===== config.mk =====
export PLATFORM = sky130hd
export DESIGN_NAME = seg7_serial_display
export DESIGN_NICKNAME = d
export VERILOG_FILES = /design/src/rtl/seg7_serial_display.sv
export SDC_FILE = /design/constraint.sdc
export NUM_CORES = 1
export LEC_CHECK = 0
export ABC_AREA = 0
export CAP_MARGIN = 20
export CELL_PAD_IN_SITES_DETAIL_PLACEMENT = 0
export CELL_PAD_IN_SITES_GLOBAL_PLACEMENT = 2
export CORE_ASPECT_RATIO = 0.9
export CORE_MARGIN = 5
export CORE_UTILIZATION = 32
export DETAILED_ROUTE_END_ITERATION = 6
export PLACE_DENSITY = 0.88
export SYNTH_ARGS = -nofsm -noshare
export SYNTH_HDL_FRONTEND = slang
export SYNTH_SLANG_ARGS = --single-unit

===== constraint.sdc =====
create_clock -name clk -period 1.9 [get_ports clk]
set_input_delay 0.285 -clock clk [delete_from_list [all_inputs] [get_ports clk]]
set_output_delay 0.285 -clock clk [all_outputs]
set_load 0.02 [all_outputs]

===== src/rtl/seg7_serial_display.sv =====
// Serial seven-segment display driver.
// Snapshots DIGITS hex nibbles (or raw segment bytes) plus decimal points,
// encodes them into an 8*DIGITS-bit frame and shifts it out over s_clk/sout.
// A new frame is sent periodically (REFRESH_CYCLES) and on each update request.
// Optional build macro SEG_LZB_EN enables leading-zero blanking in hex mode.
module seg7_serial_display #(
  parameter int unsigned DIGITS         = 8,
  parameter int unsigned DIV            = 2,
  parameter int unsigned REFRESH_CYCLES = 65536,
  parameter int unsigned DIR            = 0,
  parameter int unsigned SEG_ACTIVE_LOW = 1
) (
  input  logic                  clk,
  input  logic                  rst,
  input  logic [4*DIGITS-1:0]   data_in,
  input  logic [DIGITS-1:0]     dot_in,
  input  logic                  raw_mode,
  input  logic [8*DIGITS-1:0]   raw_seg,
  input  logic                  update,
  output logic                  busy,
  output logic                  frame_done,
  output logic                  s_clk,
  output logic                  s_clrn,
  output logic                  sout,
  output logic                  EN
);

  localparam int unsigned FrameBits = 8 * DIGITS;
  localparam int unsigned BitCntW   = $clog2(FrameBits);
  localparam int unsigned DivCntW   = (DIV > 1) ? $clog2(DIV) : 1;
  localparam int unsigned RefCntW   = $clog2(REFRESH_CYCLES);

  typedef enum logic [2:0] {
    StIdle,
    StLoad,
    StShiftLo,
    StShiftHi,
    StLatch
  } state_e;

  state_e               state_q, state_d;
  logic [FrameBits-1:0] frame_q;
  logic [FrameBits-1:0] frame_build;
  logic [BitCntW-1:0]   bit_cnt_q;
  logic [DivCntW-1:0]   div_cnt_q;
  logic [RefCntW-1:0]   ref_cnt_q;
  logic                 pending_q;
  logic                 frame_seen_q;
  logic                 div_last;
  logic                 bit_last;
  logic                 ref_wrap;
  logic                 enter_load;
  logic                 cur_bit;
  logic [7:0]           seg_byte;
  logic [3:0]           nib;

  // Hex digit to active-high {g,f,e,d,c,b,a}
  function automatic logic [6:0] hex_to_seg(input logic [3:0] n);
    logic [6:0] seg;
    case (n)
      4'h0: seg = 7'h3F;
      4'h1: seg = 7'h06;
      4'h2: seg = 7'h5B;
      4'h3: seg = 7'h4F;
      4'h4: seg = 7'h66;
      4'h5: seg = 7'h6D;
      4'h6: seg = 7'h7D;
      4'h7: seg = 7'h07;
      4'h8: seg = 7'h7F;
      4'h9: seg = 7'h6F;
      4'hA: seg = 7'h77;
      4'hB: seg = 7'h7C;
      4'hC: seg = 7'h39;
      4'hD: seg = 7'h5E;
      4'hE: seg = 7'h79;
      4'hF: seg = 7'h71;
    endcase
    return seg;
  endfunction

  assign div_last   = (div_cnt_q == DivCntW'(DIV - 1));
  assign bit_last   = (bit_cnt_q == BitCntW'(FrameBits - 1));
  assign ref_wrap   = (ref_cnt_q == RefCntW'(REFRESH_CYCLES - 1));
  assign enter_load = (state_q == StIdle) && pending_q;
  // Frame is kept in display order; DIR only selects which end leaves first
  assign cur_bit    = (DIR == 0) ? frame_q[FrameBits-1] : frame_q[0];

`ifdef SEG_LZB_EN
  logic blank_run;
`endif

  // Encode the live inputs into a frame; captured only in LOAD
  always_comb begin
    frame_build = '0;
    seg_byte    = '0;
    nib         = '0;
`ifdef SEG_LZB_EN
    blank_run   = 1'b1;
`endif
    for (int i = int'(DIGITS) - 1; i >= 0; i--) begin
      nib = data_in[4*i +: 4];
      if (raw_mode) begin
        seg_byte = raw_seg[8*i +: 8];
      end else begin
        seg_byte = {dot_in[i], hex_to_seg(nib)};
`ifdef SEG_LZB_EN
        // Blank leading zero digits from the top; digit 0 always shows
        if (blank_run && (i != 0) && (nib == 4'h0) && !dot_in[i]) begin
          seg_byte = 8'h00;
        end else begin
          blank_run = 1'b0;
        end
`endif
      end
      if (SEG_ACTIVE_LOW != 0) begin
        seg_byte = ~seg_byte;
      end
      frame_build[8*i +: 8] = seg_byte;
    end
  end

  // State register
  always_ff @(posedge clk) begin
    if (rst) begin
      state_q <= StIdle;
    end else begin
      state_q <= state_d;
    end
  end

  // Next-state logic
  always_comb begin
    state_d = state_q;
    case (state_q)
      StIdle:    if (pending_q) state_d = StLoad;
      StLoad:    state_d = StShiftLo;
      StShiftLo: if (div_last) state_d = StShiftHi;
      StShiftHi: if (div_last) state_d = bit_last ? StLatch : StShiftLo;
      StLatch:   state_d = StIdle;
      default:   state_d = StIdle;
    endcase
  end

  // Output decode; reset forces every output to its idle value in the same cycle
  always_comb begin
    busy       = (state_q != StIdle);
    frame_done = (state_q == StLatch);
    s_clk      = (state_q == StShiftHi);
    sout       = ((state_q == StShiftLo) || (state_q == StShiftHi)) ? cur_bit : 1'b0;
    EN         = ((state_q == StIdle) && frame_seen_q) || (state_q == StLatch);
    s_clrn     = 1'b1;
    if (rst) begin
      busy       = 1'b0;
      frame_done = 1'b0;
      s_clk      = 1'b0;
      sout       = 1'b0;
      EN         = 1'b0;
      s_clrn     = 1'b0;
    end
  end

  // Bit timing, frame shift register and bit counter
  always_ff @(posedge clk) begin
    if (rst) begin
      div_cnt_q <= '0;
      bit_cnt_q <= '0;
      frame_q   <= '0;
    end else begin
      if ((state_q == StShiftLo) || (state_q == StShiftHi)) begin
        div_cnt_q <= div_last ? '0 : div_cnt_q + DivCntW'(1);
      end else begin
        div_cnt_q <= '0;
      end
      if (state_q == StLoad) begin
        bit_cnt_q <= '0;
        frame_q   <= frame_build;
      end else if ((state_q == StShiftHi) && div_last) begin
        bit_cnt_q <= bit_cnt_q + BitCntW'(1);
        frame_q   <= (DIR == 0) ? {frame_q[FrameBits-2:0], 1'b0}
                                : {1'b0, frame_q[FrameBits-1:1]};
      end
    end
  end

  // Refresh timer and request coalescing; a new request wins over the LOAD clear
  always_ff @(posedge clk) begin
    if (rst) begin
      ref_cnt_q    <= '0;
      pending_q    <= 1'b1;
      frame_seen_q <= 1'b0;
    end else begin
      ref_cnt_q    <= ref_wrap ? '0 : ref_cnt_q + RefCntW'(1);
      pending_q    <= (pending_q && !enter_load) || update || ref_wrap;
      if (state_q == StLatch) begin
        frame_seen_q <= 1'b1;
      end
    end
  end

endmodule


==> results.cfg <==
[outcome]
status = finished, final reports clean

[die]
start_util_pct = 32.4
io_pins = 114
die-area_um2 = 22300
die_h_um = 142
core_um2 = 19200
die_x_um = 157
rows = 48

[placement]
dp_cells = 1140
dpl_cell_area_um2 = 8130
port_buffers = 113
dp_slack_ps = -263
gp_congestion = 0.807
dp_hpwl_um = 12800

[worst_setup_path]
cp_max_fo = 7
r2r_setup_slack_ps = 220
crit_arrival_ps = 1450
required_ps = 1620
critPathKind = reg2out
cp_slowest_cell = dfxtp_2
end_kind = output pin
slowest_delay_ps = 360
crit_chain = buf_4, nor3_1, nor2_1, dlygate4sd2_1
start_kind = flop

[timing]
rsz0062_at_grt = false
finalSetupViolCount = 0
worst_slew_pin_slew_ps = 565
finalClockSkew_ps = 9.73
timing.hold.ws_ps = 220
hold_viol = 0
period_share_pct = 91.6
slew_headroom_pct = 62.3
finalCriticalPeriod_ps = 1740
finalMaxSlewViolations = 0
setup_ws_ps = 160
max_freq_mhz = 575

[routing]
avgRoutedWirePerCell_um = 14.7
via_per_inst = 5.07
routed_wl_um = 17000
vias = 5870
drtIter0Drc = 323
firstDrtPassIters = 4
detail-route-antenna-nets = 0
drc = 0

[cells_and_area]
antenna_cells = 0
filler_cell_count = 1921
fin_util_pct = 44.1
fin_area_um2 = 8440
final_cell_mix = clkdlybuf4s50_1 (104), buf_4 (102), dfxtp_1 (89)
nNetsFinal = 1059
final_common_cell = clkdlybuf4s50_1
syn_to_final_growth_pct = 36.0
drive_gt1_share_pct = 16.2
stdcell_count = 1157

[clocking]
cts_root_buf = clkbuf_16
htreeDepth = 3
cts_made_buffers = 9
clk_pin_slew_ps = 70
clockBufferDepth = 2
cts_tree = built
clock_latency_ps = 340
cts_hold_buf = 0
cts_sinks = 92

[logic_synthesis]
postSynthAreaPerCell_um2 = 8.42
synthFlopType = dfxtp_1
synth_edf_count = 0
yosys.area.top_type = dfxtp_1
syn-cell-area_um2 = 6210
synth_area_leaders = dfxtp_1 (30%), ha_1 (9.9%), a21oi_1 (6.2%)
synth-seq-cells = 92
synth.distinct_cells = 53
ys_warn_count = 0
syn_nets = 894
syn_inst = 737
ys_seq_area_share_pct = 29.7
async_flop_share_pct = 0
yosysTopAreaCellShare_pct = 29.7

[min_path]
hp-class = in2reg

[global_routing]
grt_usage_pct = 15.0
grt_start_max_net_pins = 48
grt_antenna_before_repair = 0
grt_overflow = 0
grt_pass1_vias = 5801
grt_pass1_wl_um = 28000

[job]
maxCapViolations = 0

[power]
ir_drop_uv = 508
p_leak_nw = 3.54
p_per_area_nw_per_um2 = 646
## worst paths after layout
kind | from | end | cells after the start
hold reg to reg | frame_seen_q | frame_seen_q | 1
setup / recovery | state_q[2] | busy | 4
hold / removal | rst | ref_cnt_q[14] | 2
setup reg to reg | state_q[0] | frame_q[59] | 5
## stage by stage
step           TNS [ps]  power [mW]
2_1_floorplan         0        3.06
3_3_place_gp      -1700        3.69
3_5_place_dp      -2240        3.70
4_1_cts               0        5.52
5_1_grt               0        5.78
6_report              0        5.46
## routing by layer
| metal | routed length (µm) | track usage [%] |
|---|---|---|
| met3 | 717 | 2.95 |
| met2 | 7800 | 24.6 |
| met4 | 92 | 2.51 |
| met1 | 8430 | 21.0 |
| met5 | 0 | 0 |
## flip-flops by register name (all words and copies together) (netlist names)
| signal | cells |
|---|---|
| frame_q | 64 |
| ref_cnt_q | 16 |
| bit_cnt_q | 6 |
| state_q | 3 |
| div_cnt_q | 1 |
| frame_seen_q | 1 |
| pending_q | 1 |
## worst max-delay path: cells and delay by family (launching register included)
family	cells	cell delay, ps
DFF	1	360
and+or+nand+nor	2	300
buffers and inverters	2	470
## power breakdown
group | switching, mW | internal [mW]
Combinational | 0.691 | 0.727
Clock | 0.773 | 1.03
Sequential | 0.115 | 2.13
Total | 1.58 | 3.88
## cell usage after synthesis, types with 15 or more instances
master and number:
o221ai_1 33, nor2b_1 26, a22oi_1 23, nand2_1 59
a21oi_1 77, dfxtp_1 92, clkbuf_1 31, nor2_1 39
nor3_1 21, mux2i_1 36, ha_1 49, o21ai_0 44
inv_1 29, o31ai_1 15, buf_2 18
## logic make-up after synthesis
group	count (synthesis)	synth area share (%)
AO/OA/AOI/OAI	253	27.2
AND/OR/NAND/NOR	187	15.0
adder cells (fa/ha/maj)	49	9.88
flip-flops	92	29.7
XOR/XNOR	18	2.54
multiplexers	48	9.43
buffers and inverters	90	6.29
## layout make-up
cell class	instances	area, µm²	share of cell area [%]
Clock buffer	9	225	2.67
Clock inverter	7	73.8	0.874
Inverter	29	109	1.29
Multi-Input combinational cell	555	3980	47.2
Sequential cell	92	1850	21.9
Tap cell	250	313	3.70
Timing Repair Buffer	215	1900	22.4
## timing repair
item / CTS / global route
gates resized for setup: 7 / 3
setup endpoints to repair: 19 / 17
buffers inserted: 0 / 0
pin swaps: 0 / 1
Power figures use the tool's default switching activity.
